===== config.mk =====
export PLATFORM = sky130hd
export DESIGN_NAME = serial_word_receiver_flat
export DESIGN_NICKNAME = d
export VERILOG_FILES = /design/src/rtl/serial_word_receiver_pkg.sv /design/src/rtl/serial_word_receiver_if.sv /design/src/rtl/serial_word_receiver_bit_synchronizer.sv /design/src/rtl/serial_word_receiver.sv /design/src/flat_wrapper.sv
export SDC_FILE = /design/constraint.sdc
export NUM_CORES = 1
export LEC_CHECK = 0
export CORE_UTILIZATION = 45
export DETAILED_ROUTE_END_ITERATION = 12
export PLACE_DENSITY = 0.69
export SLEW_MARGIN = 10
export SYNTH_ARGS = -nofsm -noshare
export SYNTH_HDL_FRONTEND = slang
export SYNTH_SLANG_ARGS = --single-unit

===== constraint.sdc =====
create_clock -name clock -period 4.6 [get_ports clock]
set_clock_uncertainty 0.2 [all_clocks]
set_input_delay 0.92 -clock clock [delete_from_list [all_inputs] [get_ports clock]]
set_output_delay 0.92 -clock clock [all_outputs]
set_load 0.01 [all_outputs]

===== src/rtl/serial_word_receiver_pkg.sv =====
// Shared definitions for the serial word receiver.
// Holds the receive FSM and handshake encodings, plus the serial line levels.
package serial_word_receiver_pkg;

  typedef enum logic [1:0] {
    IDLE  = 2'd0,
    DATA  = 2'd1,
    STOP  = 2'd2,
    BREAK = 2'd3
  } rx_state_t;

  typedef enum logic [1:0] {
    FREE    = 2'd0,
    HOLD    = 2'd1,
    ACKWAIT = 2'd2
  } hs_state_t;

  localparam logic IDLE_LEVEL  = 1'b1;
  localparam logic START_LEVEL = 1'b0;

endpackage


===== src/rtl/serial_word_receiver_if.sv =====
// Parallel-side bundle of the serial word receiver.
//   data    : received word, stable while dav_ is low
//   dav_    : data available, active low
//   ack_    : consumer acknowledge, active low, four-phase
//   overrun : sticky dropped-frame flag
//   ferr    : one-cycle framing error pulse
// master = receiver (drives the word), slave = consumer (drives ack_).
interface serial_word_receiver_if #(
  parameter int W = 8
);
  logic [W-1:0] data;
  logic         dav_;
  logic         ack_;
  logic         overrun;
  logic         ferr;

  modport master (output data, dav_, overrun, ferr, input ack_);
  modport slave  (input data, dav_, overrun, ferr, output ack_);
endinterface


===== src/rtl/serial_word_receiver_bit_synchronizer.sv =====
// Multi-flop synchronizer for one asynchronous bit.
//   clock : destination clock
//   reset : asynchronous, active-high; loads the chain with 1 (idle line)
//   d     : asynchronous input
//   q     : d delayed SYNC_STAGES rising edges
module bit_synchronizer #(
  parameter int SYNC_STAGES = 2
) (
  input  logic clock,
  input  logic reset,
  input  logic d,
  output logic q
);
  import serial_word_receiver_pkg::*;

  logic [SYNC_STAGES-1:0] chain;

  // chain[0] is the first (metastability-catching) flop
  always_ff @(posedge clock or posedge reset) begin
    if (reset) chain <= {SYNC_STAGES{IDLE_LEVEL}};
    else       chain <= {chain[SYNC_STAGES-2:0], d};
  end

  assign q = chain[SYNC_STAGES-1];

endmodule


===== src/rtl/serial_word_receiver.sv =====
// Serial word receiver: assembles start/W data (LSB first)/stop frames into
// words and hands them over through a four-phase dav_/ack_ handshake.
//   clock     : sole clock, rising edge
//   reset     : asynchronous, active-high
//   serial_in : serial line from an upstream flop on another clock
//   bus       : master side of serial_word_receiver_if (data, dav_, ack_,
//               overrun, ferr); every output is a flop.
module serial_word_receiver #(
  parameter int W           = 8,
  parameter int SYNC_STAGES = 2
) (
  input  logic                     clock,
  input  logic                     reset,
  input  logic                     serial_in,
  serial_word_receiver_if.master   bus
);
  import serial_word_receiver_pkg::*;

  localparam int CW = $clog2(W + 1);

  logic          serial_s;
  rx_state_t     rx_state, rx_next;
  hs_state_t     hs_state, hs_next;
  logic [CW-1:0] bit_cnt, bit_cnt_next;
  logic [W-1:0]  shift_q, shift_next;
  logic [W-1:0]  data_q, data_next;
  logic          dav_q, dav_next;
  logic          ovr_q, ovr_next;
  logic          ferr_q, ferr_next;
  logic          load;

  bit_synchronizer #(.SYNC_STAGES(SYNC_STAGES)) u_sync (
    .clock (clock),
    .reset (reset),
    .d     (serial_in),
    .q     (serial_s)
  );

  always_ff @(posedge clock or posedge reset) begin
    if (reset) begin
      rx_state <= IDLE;
      hs_state <= FREE;
      bit_cnt  <= '0;
      shift_q  <= '0;
      data_q   <= '0;
      dav_q    <= 1'b1;
      ovr_q    <= 1'b0;
      ferr_q   <= 1'b0;
    end else begin
      rx_state <= rx_next;
      hs_state <= hs_next;
      bit_cnt  <= bit_cnt_next;
      shift_q  <= shift_next;
      data_q   <= data_next;
      dav_q    <= dav_next;
      ovr_q    <= ovr_next;
      ferr_q   <= ferr_next;
    end
  end

  always_comb begin
    rx_next      = rx_state;
    hs_next      = hs_state;
    bit_cnt_next = bit_cnt;
    shift_next   = shift_q;
    data_next    = data_q;
    dav_next     = dav_q;
    ovr_next     = ovr_q;
    ferr_next    = 1'b0;
    load         = 1'b0;

    case (rx_state)
      IDLE: begin
        if (serial_s == START_LEVEL) begin
          rx_next      = DATA;
          bit_cnt_next = '0;
        end
      end
      DATA: begin
        // LSB arrives first, so shifting right leaves it at bit 0 after W bits
        shift_next   = {serial_s, shift_q[W-1:1]};
        bit_cnt_next = bit_cnt + 1'b1;
        if (bit_cnt == CW'(W - 1)) rx_next = STOP;
      end
      STOP: begin
        if (serial_s == IDLE_LEVEL) begin
          // straight back to IDLE so a start bit right after the stop bit is caught
          rx_next = IDLE;
          // only a handshake already FREE this cycle may take the word
          if (hs_state == FREE) load = 1'b1;
          else                  ovr_next = 1'b1;
        end else begin
          ferr_next = 1'b1;
          rx_next   = BREAK;
        end
      end
      BREAK: begin
        // a held-low line is a break, never a fresh start bit
        if (serial_s == IDLE_LEVEL) rx_next = IDLE;
      end
      default: rx_next = IDLE;
    endcase

    case (hs_state)
      FREE: begin
        if (load) begin
          data_next = shift_q;
          dav_next  = 1'b0;
          hs_next   = HOLD;
        end
      end
      HOLD: begin
        if (!bus.ack_) begin
          dav_next = 1'b1;
          hs_next  = ACKWAIT;
        end
      end
      ACKWAIT: begin
        if (bus.ack_) hs_next = FREE;
      end
      default: hs_next = FREE;
    endcase
  end

  assign bus.data    = data_q;
  assign bus.dav_    = dav_q;
  assign bus.overrun = ovr_q;
  assign bus.ferr    = ferr_q;

endmodule


===== src/flat_wrapper.sv =====
// flat-port wrapper written by rule: the top's interface ports become plain ports
module serial_word_receiver_flat import serial_word_receiver_pkg::*;
#(
  parameter int W           = 8,
  parameter int SYNC_STAGES = 2
)
  (clock, reset, serial_in, bus_data, bus_dav_, bus_overrun, bus_ferr, bus_ack_);
  serial_word_receiver_if #(.W(W)) bus_i ();
  input  logic clock;
  input  logic reset;
  input  logic serial_in;
  output wire logic [$bits(bus_i.data)-1:0] bus_data;
  output wire logic [$bits(bus_i.dav_)-1:0] bus_dav_;
  output wire logic [$bits(bus_i.overrun)-1:0] bus_overrun;
  output wire logic [$bits(bus_i.ferr)-1:0] bus_ferr;
  input wire logic [$bits(bus_i.ack_)-1:0] bus_ack_;
  assign bus_data = bus_i.data;
  assign bus_dav_ = bus_i.dav_;
  assign bus_overrun = bus_i.overrun;
  assign bus_ferr = bus_i.ferr;
  assign bus_i.ack_ = bus_ack_;
  serial_word_receiver #(.W(W), .SYNC_STAGES(SYNC_STAGES)) u_core (.clock(clock), .reset(reset), .serial_in(serial_in), .bus(bus_i));
endmodule

; ---- After elaboration in Yosys (flattened, before gate mapping)
; Index checks and enable logic that the tools add are counted.
[word_totals]
ff_bits = 29
latch_bits = 0
mem_bits_rw = 0
rom_bits = 0
in_bits = 4
out_inout_bits = 11
word_cells = 52
memories = 0
[op_classes]
addsub = 1
multipliers = 0
div = 0
order_cmp = 0
n_eq_ne = 12
shift = 0
mux = 19
n_bitwise = 1
reduce_logical = 10
[op_table]
columns = cell, count
row1 = 2-bit 2-to-1 mux, 7
row2 = 3-bit AND reduction, 4
row3 = "2-bit inequality test, second input constant", 4
row4 = 2-bit one-hot mux with 4 select lines, 1
row5 = 4-bit one-hot mux with 2 select lines, 1
row6 = 1-bit 2-to-1 mux, 7
row7 = "2-bit equality test, second input constant", 3
row8 = 2-bit one-hot mux with 3 select lines, 1
row9 = "4-bit by 1-bit adder with 4-bit output, second input constant", 1
row10 = "2-bit by 1-bit equality test with 1-bit output, second input constant", 2
row11 = "4-bit by 3-bit equality test with 1-bit output, second input constant", 1
row12 = 2-bit zero test, 2
row13 = 4-bit 2-to-1 mux, 1
row14 = "2-bit by 1-bit inequality test with 1-bit output, second input constant", 2
row15 = 2-bit AND reduction, 2
row16 = 2-bit nonzero test, 2
row17 = 1-bit one-hot mux with 2 select lines, 1
row18 = 1-bit NOT, 1

; ---- Longest topological paths before layout
[depth]
word_depth = 6
ltp_mapped = 4
ltp_nobuf = 3

; ---- Hierarchy
; Synthesis repeated with hierarchy kept, for this count alone.
[unflattened]
hier_cells = 95
area_unflattened_um2 = 1158.6
[modules_own_cells]
columns = module, instances, cells_each, area_each_um2
row1 = serial_word_receiver, 1, 92, 1102.3
row2 = bit_synchronizer, 1, 3, 56.3

; ---- Least setup slack after synthesis
; Ideal clock, no wire load.
[synth_path]
path_type = flip-flop to flip-flop
start = reg u_core.u_sync.chain[1]
end = reg u_core.data_q[0] (netlist: u_core.bus.data[0])
setup_ns = 0.125
t_arrival_ns = 1.379
t_required_ns = 4.275
slack_ns = 2.896
stages_incl_launch_ff = 5
period_less_slack_ns = 1.704
cell_sequence = dfstp_2 > nand3b_1 > or3_1 > buf_6 > mux2_4
[synth_via]
elab_chain_cells = 3
[synth_rtl]
columns = element, line_no
row1 = "start, declared", serial_word_receiver_bit_synchronizer.sv:16  ; logic [SYNC_STAGES-1:0] chain;
row2 = "start signal, assigned", serial_word_receiver_bit_synchronizer.sv:20  ; if (reset) chain <= {SYNC_STAGES{IDLE_LEVEL}};
row3 = "start signal, assigned", serial_word_receiver_bit_synchronizer.sv:21  ; else chain <= {chain[SYNC_STAGES-2:0], d};
row4 = 1-bit 2-to-1 mux, serial_word_receiver.sv:86  ; if (serial_s == IDLE_LEVEL) begin
row5 = 1-bit 2-to-1 mux, serial_word_receiver.sv:72  ; case (rx_state)
row6 = 2-bit AND reduction (no source line), --
row7 = "end signal, assigned", serial_word_receiver.sv:54  ; data_q <= data_next;
row8 = "end, declared", serial_word_receiver.sv:26  ; logic [W-1:0] data_q, data_next;
; Every way passes these cells.
; A chain may end at the register's enable or synchronous reset.

; ---- Worst setup path after layout
[layout_path]
start = reg u_core.dav_q (netlist: u_core.bus.dav_)
end = out bus_dav_
[layout_lines]
columns = element, line_no
row1 = "start, declared", serial_word_receiver.sv:27  ; logic dav_q, dav_next;
row2 = "start signal, assigned", serial_word_receiver.sv:55  ; dav_q <= dav_next;
row3 = "end, declared", flat_wrapper.sv:13  ; output wire logic [$bits(bus_i.dav_)-1:0] bus_dav_;
; No word-level cell between the ends.

==> run summary <==
The global-route wire length before repair came out at 3.14 mm. CTS placed an instance of sky130_fd_sc_hd__clkbuf_4 at the clock tree root. The switching power share of the total came out at 0.343. The post-synthesis register bit count is 29. The run finished with clean final reports.

The number of buffers between clock root and the deepest sink came out at 2. When the netlist entered floorplanning its net count stood at 99. The worst hold path passes through 0 cells.

The worst setup path is launched from a register. The number of antenna violations at the first check in global routing is 0. Of the post-synthesis cell area, the part taken by muxes is 0.121. The leftover overflow at the end of global routing is 0.

The largest voltage drop on the vdd net is 0.422 mV. Once detailed placement completed, the half-perimeter wirelength came to 1.23 mm. Walking the worst path, the cells encountered are clkdlybuf4s50_1.

The share of total power dissipated in combinational logic is 0.377. The clock insertion delay at the later pin of the skew report is 0.33 ns. The count of TritonRoute iterations in the first routing pass is 4. Of the synthesized area, sequential elements account for 0.626. The largest single stage delay on the critical path is 0.54 ns. The area fraction in and, or, nand and nor cells after synthesis came out at 0.156. The register area came out at 729 um^2.

The required time reported for the critical path endpoint came out at 3.48 ns. Once layout is complete, the utilization of the core stands at 0.561. The endpoint identified for the worst register-to-register timing path is u_core.bus.data[3]$_DFFE_PP0P_. The slack of the worst reg-to-reg path is 2.66 ns. The internal power summed over all cells is 0.623 mW. The number of nets in the final layout is 117. STA classifies the critical path endpoint as a primary output. The critical path arrival is 1.40 ns. Relative to the synthesized area, the layout overhead comes to 18.0%. The top achievable clock speed came out at 397 MHz. Counting both buffers and inverters, the worst setup path holds a total of 1.

The minimum period implied by the final worst setup slack is 2.52 ns. Measured against its own limit, the worst slew margin works out to 0.308. The warning count from the yosys run is 0. Of the total power, registers draw 0.468. The floorplan step set the die height to 52.9 um. TritonCTS built the clock tree. The number of different library cells in the post-synthesis netlist came out at 29. The number of buffers created by CTS is 5. Setup repair after global routing left no endpoint under its margin. The fraction of synthesized cell area in xor and xnor cells came out at 0.00751. The area fraction in compound gates after synthesis came out at 0.0536.

Dividing total power by cell area gives a power density of 689 nW/um^2. CTS built an H-tree with a depth of 2. The largest delay contributor family on the critical path is flip-flops. The number of antenna cells inserted is 0. The path with the worst hold slack has its endpoint at u_core.u_sync.chain[1]$_DFF_PP1_.

The number of setup buffers added after CTS is 0. The mean post-synth cell area is 12.4 um^2. The overall die area came out at 2800 um^2.

The filler cell count in the final layout came out at 225. The tightest min-delay check is of the register to register type. The number of cells on the worst reg-to-reg path is 3. The number of hold buffers added after cts is 0. The fraction of power consumed by the clock network is 0.155.

After synthesis, the largest family of logic cells by area is simple AND/OR/NAND/NOR gates. The switching power is 0.325 mW. For this configuration, the core starts out at a cell density of 0.475. Of all nets on the critical path, the largest fanout is 2. The top-level port count came out at 15. On the critical path, the stage with the largest delay is an instance of sky130_fd_sc_hd__dfstp_2. The number of setup violations in the final report came out at 0. Dividing the detail-routed wire length by the instance count gives 13.1 um. The number of port buffers is 14. The max capacitance violation total came out at 0. In this run the most critical hold path is launched from u_core.u_sync.chain[0]$_DFF_PP1_.

The leakage power summed over all cells came out at 0.692 nW. The startpoint identified for the worst register-to-register timing path is u_core.u_sync.chain[1]$_DFF_PP1_. The standard-cell row count is 18.

The DRC violations left came out at 0. Of the cells placed in the final design, the portion with a size suffix greater than 1 is 0.195. The placer's final routability congestion estimate came out at 0.704.

The post-cts gate resize count is 0. The fraction of the cycle the final worst path needs came out at 0.548. The number of clock sinks came out at 29. The via count of the first global-routing pass was 656. The arithmetic-cell share of the synthesized area counting full adders, half adders and majority gates came out at 0.0107. The detail-routed via count per cell is 5.12. Wires add up to 1.87 mm. The cell count after synthesis came out at 94. The routed layout has 732 vias.

The largest net degree at the start of global routing is 30. In this run the cell area of the synthesized design comes to 1170 um^2. The die outline width is 52.9 um. The slew at the pin with the worst max-slew slack is 1.04 ns. The path type of the worst setup path is register to primary output. The final-report max-slew violation count came to 0. The final-layout setup total negative slack is 0 ns.

The overall global routing resource usage is 0.173. The final count of hold timing violations is 0. The remaining antenna violation count came out at 0. The clock-pin slew of the registers on the worst-case setup and hold paths is 0.10 ns. The area of the placeable core came out at 2450 um^2.

The area of the multi-input gates is 407 um^2. The DRC marker count from the first detailed-route iteration is 7.
## logic make-up (layout without fill, tap and decap cells)
logic type / count (synthesis) / in the layout
AOI/OAI and AO/OA: 8 / 8
xor gates and xnor gates: 1 / 1
adders and majority gates: 1 / 1
buffers and inverters: 6 / 25
DFF: 29 / 29
muxes: 10 / 10
and+or+nand+nor: 39 / 39
## power groups by stage
stage          Clock [mW]  Combinational [mW]  Sequential (mW)
6_report            0.147               0.357            0.444
2_1_floorplan           0               0.232            0.446
5_1_grt             0.167               0.403            0.457
4_1_cts             0.154               0.365            0.445
3_3_place_gp            0               0.348            0.441
3_5_place_dp            0               0.361            0.450
## per-layer routing
layer | vias up | wire length [um] | GRT usage
li1 | 348 | - | -
met1 | 362 | 858 | 0.217
met2 | 14 | 862 | 0.236
met3 | 8 | 98 | 0.0948
met4 | 0 | 53 | 0.0921
met5 | - | 0 | 0
## sequential cells by signal, indices dropped and copies added, names as in the netlist
name / flops
u_core.bus.dav_: 1
u_core.rx_state: 2
u_core.hs_state: 2
u_core.bit_cnt: 4
u_core.u_sync.chain: 2
u_core.shift_q: 8
u_core.bus.data: 8
u_core.bus.ferr: 1
u_core.bus.overrun: 1
## cells in the final DEF, fill, tap and decap left out, types with 2 or more instances in the layout
master / instances
sky130_fd_sc_hd__dfrtp_1: 26
sky130_fd_sc_hd__nand2_1: 25
sky130_fd_sc_hd__clkdlybuf4s50_1: 14
sky130_fd_sc_hd__mux2_4: 8
sky130_fd_sc_hd__clkbuf_4: 5
sky130_fd_sc_hd__inv_1: 3
sky130_fd_sc_hd__nor2_1: 3
sky130_fd_sc_hd__dfstp_2: 3
sky130_fd_sc_hd__nand3b_1: 2
sky130_fd_sc_hd__nor3_1: 2
sky130_fd_sc_hd__clkinv_2: 2
## worst max-delay path by stage
stage                                endpoint  cells after the start  slack (ns)                         from
6_report                             bus_dav_                      1        2.08  u_core.bus.dav_$_DFFE_PP1P_
4_1_cts                              bus_dav_                      1        2.06  u_core.bus.dav_$_DFFE_PP1P_
5_1_grt                              bus_dav_                      1        2.01  u_core.bus.dav_$_DFFE_PP1P_
3_5_place_dp   u_core.bus.data[0]$_DFFE_PP0P_                      2        2.17                        reset
2_1_floorplan   u_core.bit_cnt[0]$_DFFE_PP0P_                      1        2.88                        reset
3_3_place_gp   u_core.bus.data[1]$_DFFE_PP0P_                      2        2.21                        reset
## per-stage QoR
step	total power [mW]	instance area, um^2	hold WS, ns	setup slack, ns	instances
CTS	0.964	1380	0.168	2.06	143
global route	1.03	1380	0.174	2.01	143
global placement	0.789	1330	0.146	2.21	135
detailed placement	0.811	1330	0.156	2.17	135
finish	0.948	1380	0.168	2.08	143
floorplan	0.678	1170	0.145	2.88	94
## cell type report
| type | count | share of cell area |
|---|---|---|
| tap | 30 | 0.0273 |
| sequential | 29 | 0.530 |
| inverter | 3 | 0.00818 |
| multi-input combinational | 59 | 0.295 |
| clock inverter | 2 | 0.00727 |
| timing repair buffer | 14 | 0.102 |
| clock buffer | 6 | 0.0300 |
## synthesized netlist by cell type
library cell	instances	area, um^2
sky130_fd_sc_hd__a21o_2	1	8.76
sky130_fd_sc_hd__a21boi_0	1	7.51
sky130_fd_sc_hd__nor3_1	2	10.0
sky130_fd_sc_hd__clkbuf_1	2	7.51
sky130_fd_sc_hd__a22o_1	1	8.76
sky130_fd_sc_hd__mux2i_1	1	10.0
sky130_fd_sc_hd__nand2_1	25	93.8
sky130_fd_sc_hd__nand3b_1	2	15.0
sky130_fd_sc_hd__xnor2_1	1	8.76
sky130_fd_sc_hd__o21ai_0	1	5.00
sky130_fd_sc_hd__buf_6	1	11.3
sky130_fd_sc_hd__nand3_1	1	5.00
sky130_fd_sc_hd__o21bai_1	1	7.51
sky130_fd_sc_hd__or2b_1	1	7.51
sky130_fd_sc_hd__dfstp_2	3	78.8
sky130_fd_sc_hd__mux2_2	1	11.3
sky130_fd_sc_hd__nand4b_1	1	8.76
sky130_fd_sc_hd__or3_1	1	6.26
sky130_fd_sc_hd__nor3b_1	1	7.51
sky130_fd_sc_hd__and2b_2	1	8.76
sky130_fd_sc_hd__o2bb2ai_1	1	8.76
sky130_fd_sc_hd__ha_1	1	12.5
sky130_fd_sc_hd__nor2_1	3	11.3
sky130_fd_sc_hd__a211o_1	1	8.76
sky130_fd_sc_hd__mux2_4	8	120
sky130_fd_sc_hd__dfrtp_1	26	651
sky130_fd_sc_hd__a21o_1	1	7.51
sky130_fd_sc_hd__inv_1	3	11.3
sky130_fd_sc_hd__and3_2	1	7.51
Note: power is estimated with default switching activity, not from simulation.
